--- config.mk ---
export PLATFORM = sky130hd
export DESIGN_NAME = nibble_serializer_ctrl
export DESIGN_NICKNAME = d
export VERILOG_FILES = /design/src/rtl/serializer_pkg.sv /design/src/rtl/frame_counter.sv /design/src/rtl/nibble_serializer_ctrl.sv
export SDC_FILE = /design/constraint.sdc
export NUM_CORES = 1
export LEC_CHECK = 0
export CAP_MARGIN = 20
export CORE_AREA = 2 2 39 41
export CTS_CLUSTER_DIAMETER = 200
export CTS_CLUSTER_SIZE = 10
export DETAILED_ROUTE_END_ITERATION = 10
export DIE_AREA = 0 0 41 43
export PLACE_DENSITY = 0.56
export RECOVER_POWER = 100
export SLEW_MARGIN = 20
export SYNTH_ARGS = -nofsm -noshare
export SYNTH_HDL_FRONTEND = slang
export SYNTH_HIERARCHICAL = 1
export SYNTH_SLANG_ARGS = --single-unit
--- constraint.sdc ---
create_clock -name clock -period 1.52 [get_ports clock]
set_input_delay 0.304 -clock clock [delete_from_list [all_inputs] [get_ports clock]]
set_output_delay 0.304 -clock clock [all_outputs]
set_load 0.01 [all_outputs]
--- src/rtl/serializer_pkg.sv ---
// Shared types and constants for the nibble serializer controller.
package serializer_pkg;

    localparam int NIBBLE_W = 4;

    typedef enum logic {
        ST_IDLE = 1'b0,
        ST_SEND = 1'b1
    } state_t;

    localparam logic CMD_LOAD  = 1'b0;
    localparam logic CMD_SHIFT = 1'b1;

endpackage

--- src/rtl/frame_counter.sv ---
// Wrapping modulo-N counter with enable, synchronous clear and terminal count.
module frame_counter #(
    parameter int N = 4,
    parameter int W = (N > 1) ? $clog2(N) : 1
) (
    input  logic clock,
    input  logic reset,
    input  logic clear,
    input  logic en,
    output logic tc
);

    logic [W-1:0] cnt;

    assign tc = (cnt == W'(N - 1));

    always_ff @(posedge clock) begin
        if (reset || clear) begin
            cnt <= '0;
        end else if (en) begin
            cnt <= tc ? '0 : cnt + 1'b1;
        end
    end

endmodule

--- src/rtl/nibble_serializer_ctrl.sv ---
// Drives a 4-bit load/shift-left register to stream nibbles MSB-first.
module nibble_serializer_ctrl
    import serializer_pkg::*;
#(
    parameter int FRAME_NIBBLES = 2
) (
    input  logic                clock,
    input  logic                reset,
    input  logic                in_valid,
    input  logic [NIBBLE_W-1:0] in_data,
    output logic                in_ready,
    input  logic [NIBBLE_W-1:0] reg_q,
    output logic                b0,
    output logic [NIBBLE_W-1:0] x3_x0,
    output logic                ser_out,
    output logic                ser_valid,
    output logic                ser_last,
    input  logic                ser_ready
);

    state_t state;
    logic   send;
    logic   bit_tc;
    logic   nib_tc;
    logic   done;
    logic   accept;
    logic   shift;

    assign send      = (state == ST_SEND);
    assign done      = send && ser_ready && bit_tc;
    assign in_ready  = !reset && (!send || done);
    assign accept    = in_valid && in_ready;
    assign shift     = !reset && send && ser_ready && !bit_tc;
    assign ser_valid = !reset && send;
    assign ser_last  = ser_valid && bit_tc && nib_tc;
    assign ser_out   = reg_q[NIBBLE_W-1];

    // The register cannot hold, so every non-load, non-shift cycle reloads it.
    always_comb begin
        b0    = CMD_LOAD;
        x3_x0 = reg_q;
        if (accept) begin
            x3_x0 = in_data;
        end else if (shift) begin
            b0 = CMD_SHIFT;
        end
    end

    always_ff @(posedge clock) begin
        if (reset) begin
            state <= ST_IDLE;
        end else if (accept) begin
            state <= ST_SEND;
        end else if (done) begin
            state <= ST_IDLE;
        end
    end

    frame_counter #(.N(4)) u_bit_cnt (
        .clock (clock),
        .reset (reset),
        .clear (accept),
        .en    (shift),
        .tc    (bit_tc)
    );

    // Only completed nibbles advance the frame, so idle gaps do not break it.
    frame_counter #(.N(FRAME_NIBBLES)) u_nib_cnt (
        .clock (clock),
        .reset (reset),
        .clear (1'b0),
        .en    (done && !reset),
        .tc    (nib_tc)
    );

endmodule
==> metrics.md <==
| Metric | Value |
|---|---|
| Worst setup path endpoint | x3_x0[1] |
| Worst min path class | input port to flip-flop |
| R2r setup slk | about 0.04 ns |
| P per Cell Area | 547 nW/um2 |
| Via density | 4.13 |
| Initial DRT Pass Iterations | 2 |
| Util after Layout | 47.9% |
| Power, Total | 0.363 mW |
| Maxcap violations | 0 |
| Seq/Total Area, Yosys | 28.2% |
| Top cells by area, synth | dfxtp_1 (28%), mux2_2 (16%), nor2_1 (6.6%), nor3b_4 (6.6%), and3_2 (5.3%) |
| CTS Buffer Depth | 2 |
| Max Fclk | between 500 and 600 MHz |
| Clock Skew | 0.00158 ns |
| Chip Width | slightly above 40 um |
| Area Growth Syn to Fin | 133% |
| Routed WL | 783 um |
| Routed Antenna Nets | 0 |
| Mapped Nets | between 40 and 50 |
| First-pass GRT wire length | 1180 um |
| Vias in the first global route | 310 |
| CTS Root Cell | clkbuf_4 |
| R2r worst-path depth | 6 |
| GPL Wtd Cong | ~0.65 |
| Reg-to-reg startpoint | u_bit_cnt/cnt[0] |
| Grt total ovfl | 0 |
| Initial core utilization | 20.5% |
| Dpl hpwl | 587 um |
| Leak | 0.298 nW |
| CTS Sinks | 4 |
| Gate Count Post-Synth | 29 |
| Failing checks | negative setup slack |
| Num rows | 14 |
| Hold Path Depth | 3 |
| CTS tree | yes |
| Initial antenna violation count | 0 |
| CP Data Arrival Time | 1.54 ns |
| NumNets Final | 78 |
| Crit end category | output port |
| Minimum clock period | 1.84 ns |
| Post-route DRC violation count | 0 |
| Port bufs | 20 |
| GRT Total Usage | 10.1% |
| Critical Path Start | u_bit_cnt/cnt[0] |
| Die area | 1760 um2 |
| Peak VDD IR | approximately 0.47 mV |
| Critical path class | flip-flop to output port |
| Fill cell count | roughly 150 |
| I/O pins | 21 |
| Final hold slack | 0.440 ns |
| Reg2Reg Capture Point | u_bit_cnt/cnt[0] |
| Antenna cell count | 0 |
| Yosys top cell by area | dfxtp_1 |
| Fin. max-slew vios | 0 |
| Area of the core | 1380 um2 |
| Number of warning messages in the yosys log | 6 |
| Syn_area_per_cell | 9.79 um2 |
| Routed length per instance | 9.91 um |
| Clock Latency Late Sink | 0.23 ns |
| Top fanout value on the critical path | 5 |
| Required @ worst endpoint | 1.22 ns |
| RSZ-0062 raised after global routing | true |
| Top-area cell type share of the netlist area | 28.2% |
| Vias | 326 |
| Yosys reg bits | 4 |
| Library cells used by synthesis | 18 |
| # setup viols final | 7 |
| Initial DRC Count | 1 |
| Status | finished with violations |
| Hold Violations, Final | 0 |
| TritonCTS Buffers | 3 |
| Setup ws final | -0.325 ns |
| Final period utilization | 121% |
| Clk slew on worst S/H paths | 0.04 ns |
| Layout cells sized above 1 | 61.9% |
| Cell Area, Synth | 284 um2 |
| H-Tree Level Count | 1 |
| Die height | 43 um |
| Startpoint Class | flip-flop |
| Largest net degree at the start of global routing | 7 |
==> metrics by stage <==
stage	TNS, ns	cell area [um2]	std cells	worst slack [ns]
after floorplan	-0.159	322	29	-0.0398
after global routing	-1.85	663	79	-0.398
after CTS	-1.40	648	78	-0.317
after global placement	-7.33	587	71	-0.882
after detailed placement	-7.20	587	71	-0.892
final	-1.35	663	79	-0.325
==> critical path: stages, from the launching register on <==
cell and delay, ns:
dfxtp_2 0.34, ha_4 0.14, a21boi_4 0.06, nor3b_4 0.19, buf_6 0.15, mux2_4 0.30
buf_6 0.12
==> where the power goes <==
part,leakage (nW),switching (mW),internal [mW]
logic,0.251,0.0405,0.0824
registers,0.0336,0.00191,0.109
clock network,0.0138,0.0408,0.0881
total,0.298,0.0833,0.279
==> Yosys cell counts <==
master	count
and3_2	2
dfxtp_1	4
conb_1	1
ha_1	1
buf_4	1
mux2_2	4
nand2_1	1
nor2_1	5
nor3_1	1
a21boi_2	1
a211oi_2	1
nor2b_1	1
xnor2_1	1
or3b_1	1
mux2i_1	1
nor3b_4	1
nand2b_1	1
nor3_2	1
==> state kept, by name (all words and copies together) (netlist names) <==
register and cells:
u_bit_cnt/cnt 2, send 1, u_nib_cnt/tc 1
==> area by class of cell <==
type	instances	area [um2]	area share (%)
repair buffers	32	295	44.5
multi-input cells	24	243	36.6
well taps	16	20.0	3.02
clock buffers	3	22.5	3.40
flip-flops and latches	4	82.6	12.5
==> layer usage <==
layer | wire (um) | up-vias | GRT usage (%)
li1 | - | 169 | -
met1 | 328 | 135 | 11.5
met5 | 0 | - | 0
met2 | 328 | 20 | 14.1
met3 | 107 | 2 | 5.76
met4 | 19 | 0 | 6.00
==> worst min-delay path by stage <==
stage / slack, ns / to / startpoint
2_1_floorplan: 0.36 / u_bit_cnt/cnt[0] / reset
3_3_place_gp: 0.50 / u_bit_cnt/cnt[0] / u_bit_cnt/cnt[0]
3_5_place_dp: 0.51 / u_bit_cnt/cnt[0] / u_bit_cnt/cnt[0]
4_1_cts: 0.44 / send / in_valid
5_1_grt: 0.48 / send / in_valid
6_report: 0.44 / send / in_valid
==> cell families (layout without fill, tap and decap cells) <==
kind of cell,after synthesis,in the layout,share of synthesized area (%)
other,1,1,1.32
AO/OA/AOI/OAI,2,2,8.37
buffers and inverters,1,35,2.64
flip-flops,4,4,28.2
multiplexers,5,5,19.4
AND/OR/NAND/NOR,14,14,32.6
adder cells (fa/ha/maj),1,1,4.40
XOR/XNOR,1,1,3.08
==> cells in the final DEF (no fill, tap or decap), drive strengths merged, types with 2 or more instances in the layout <==
cell / Yosys / layout
clkdlybuf4s15: 0 / 2
dfxtp: 4 / 4
buf: 1 / 19
clkbuf: 0 / 3
nor3: 2 / 2
nor2: 5 / 5
dlygate4sd2: 0 / 3
clkdlybuf4s50: 0 / 7
and3: 2 / 2
mux2: 4 / 4
==> repair_timing <==
action / in CTS / in global routing
resized for setup: 43 / 6
setup buffers: 4 / 1
setup endpoints to repair: 11 / 6
gates cloned: 0 / 0
pin swaps: 2 / 2
endpoints found under the hold margin: 0 / 0
hold buffers: 0 / 0
Power figures use the tool's default switching activity.
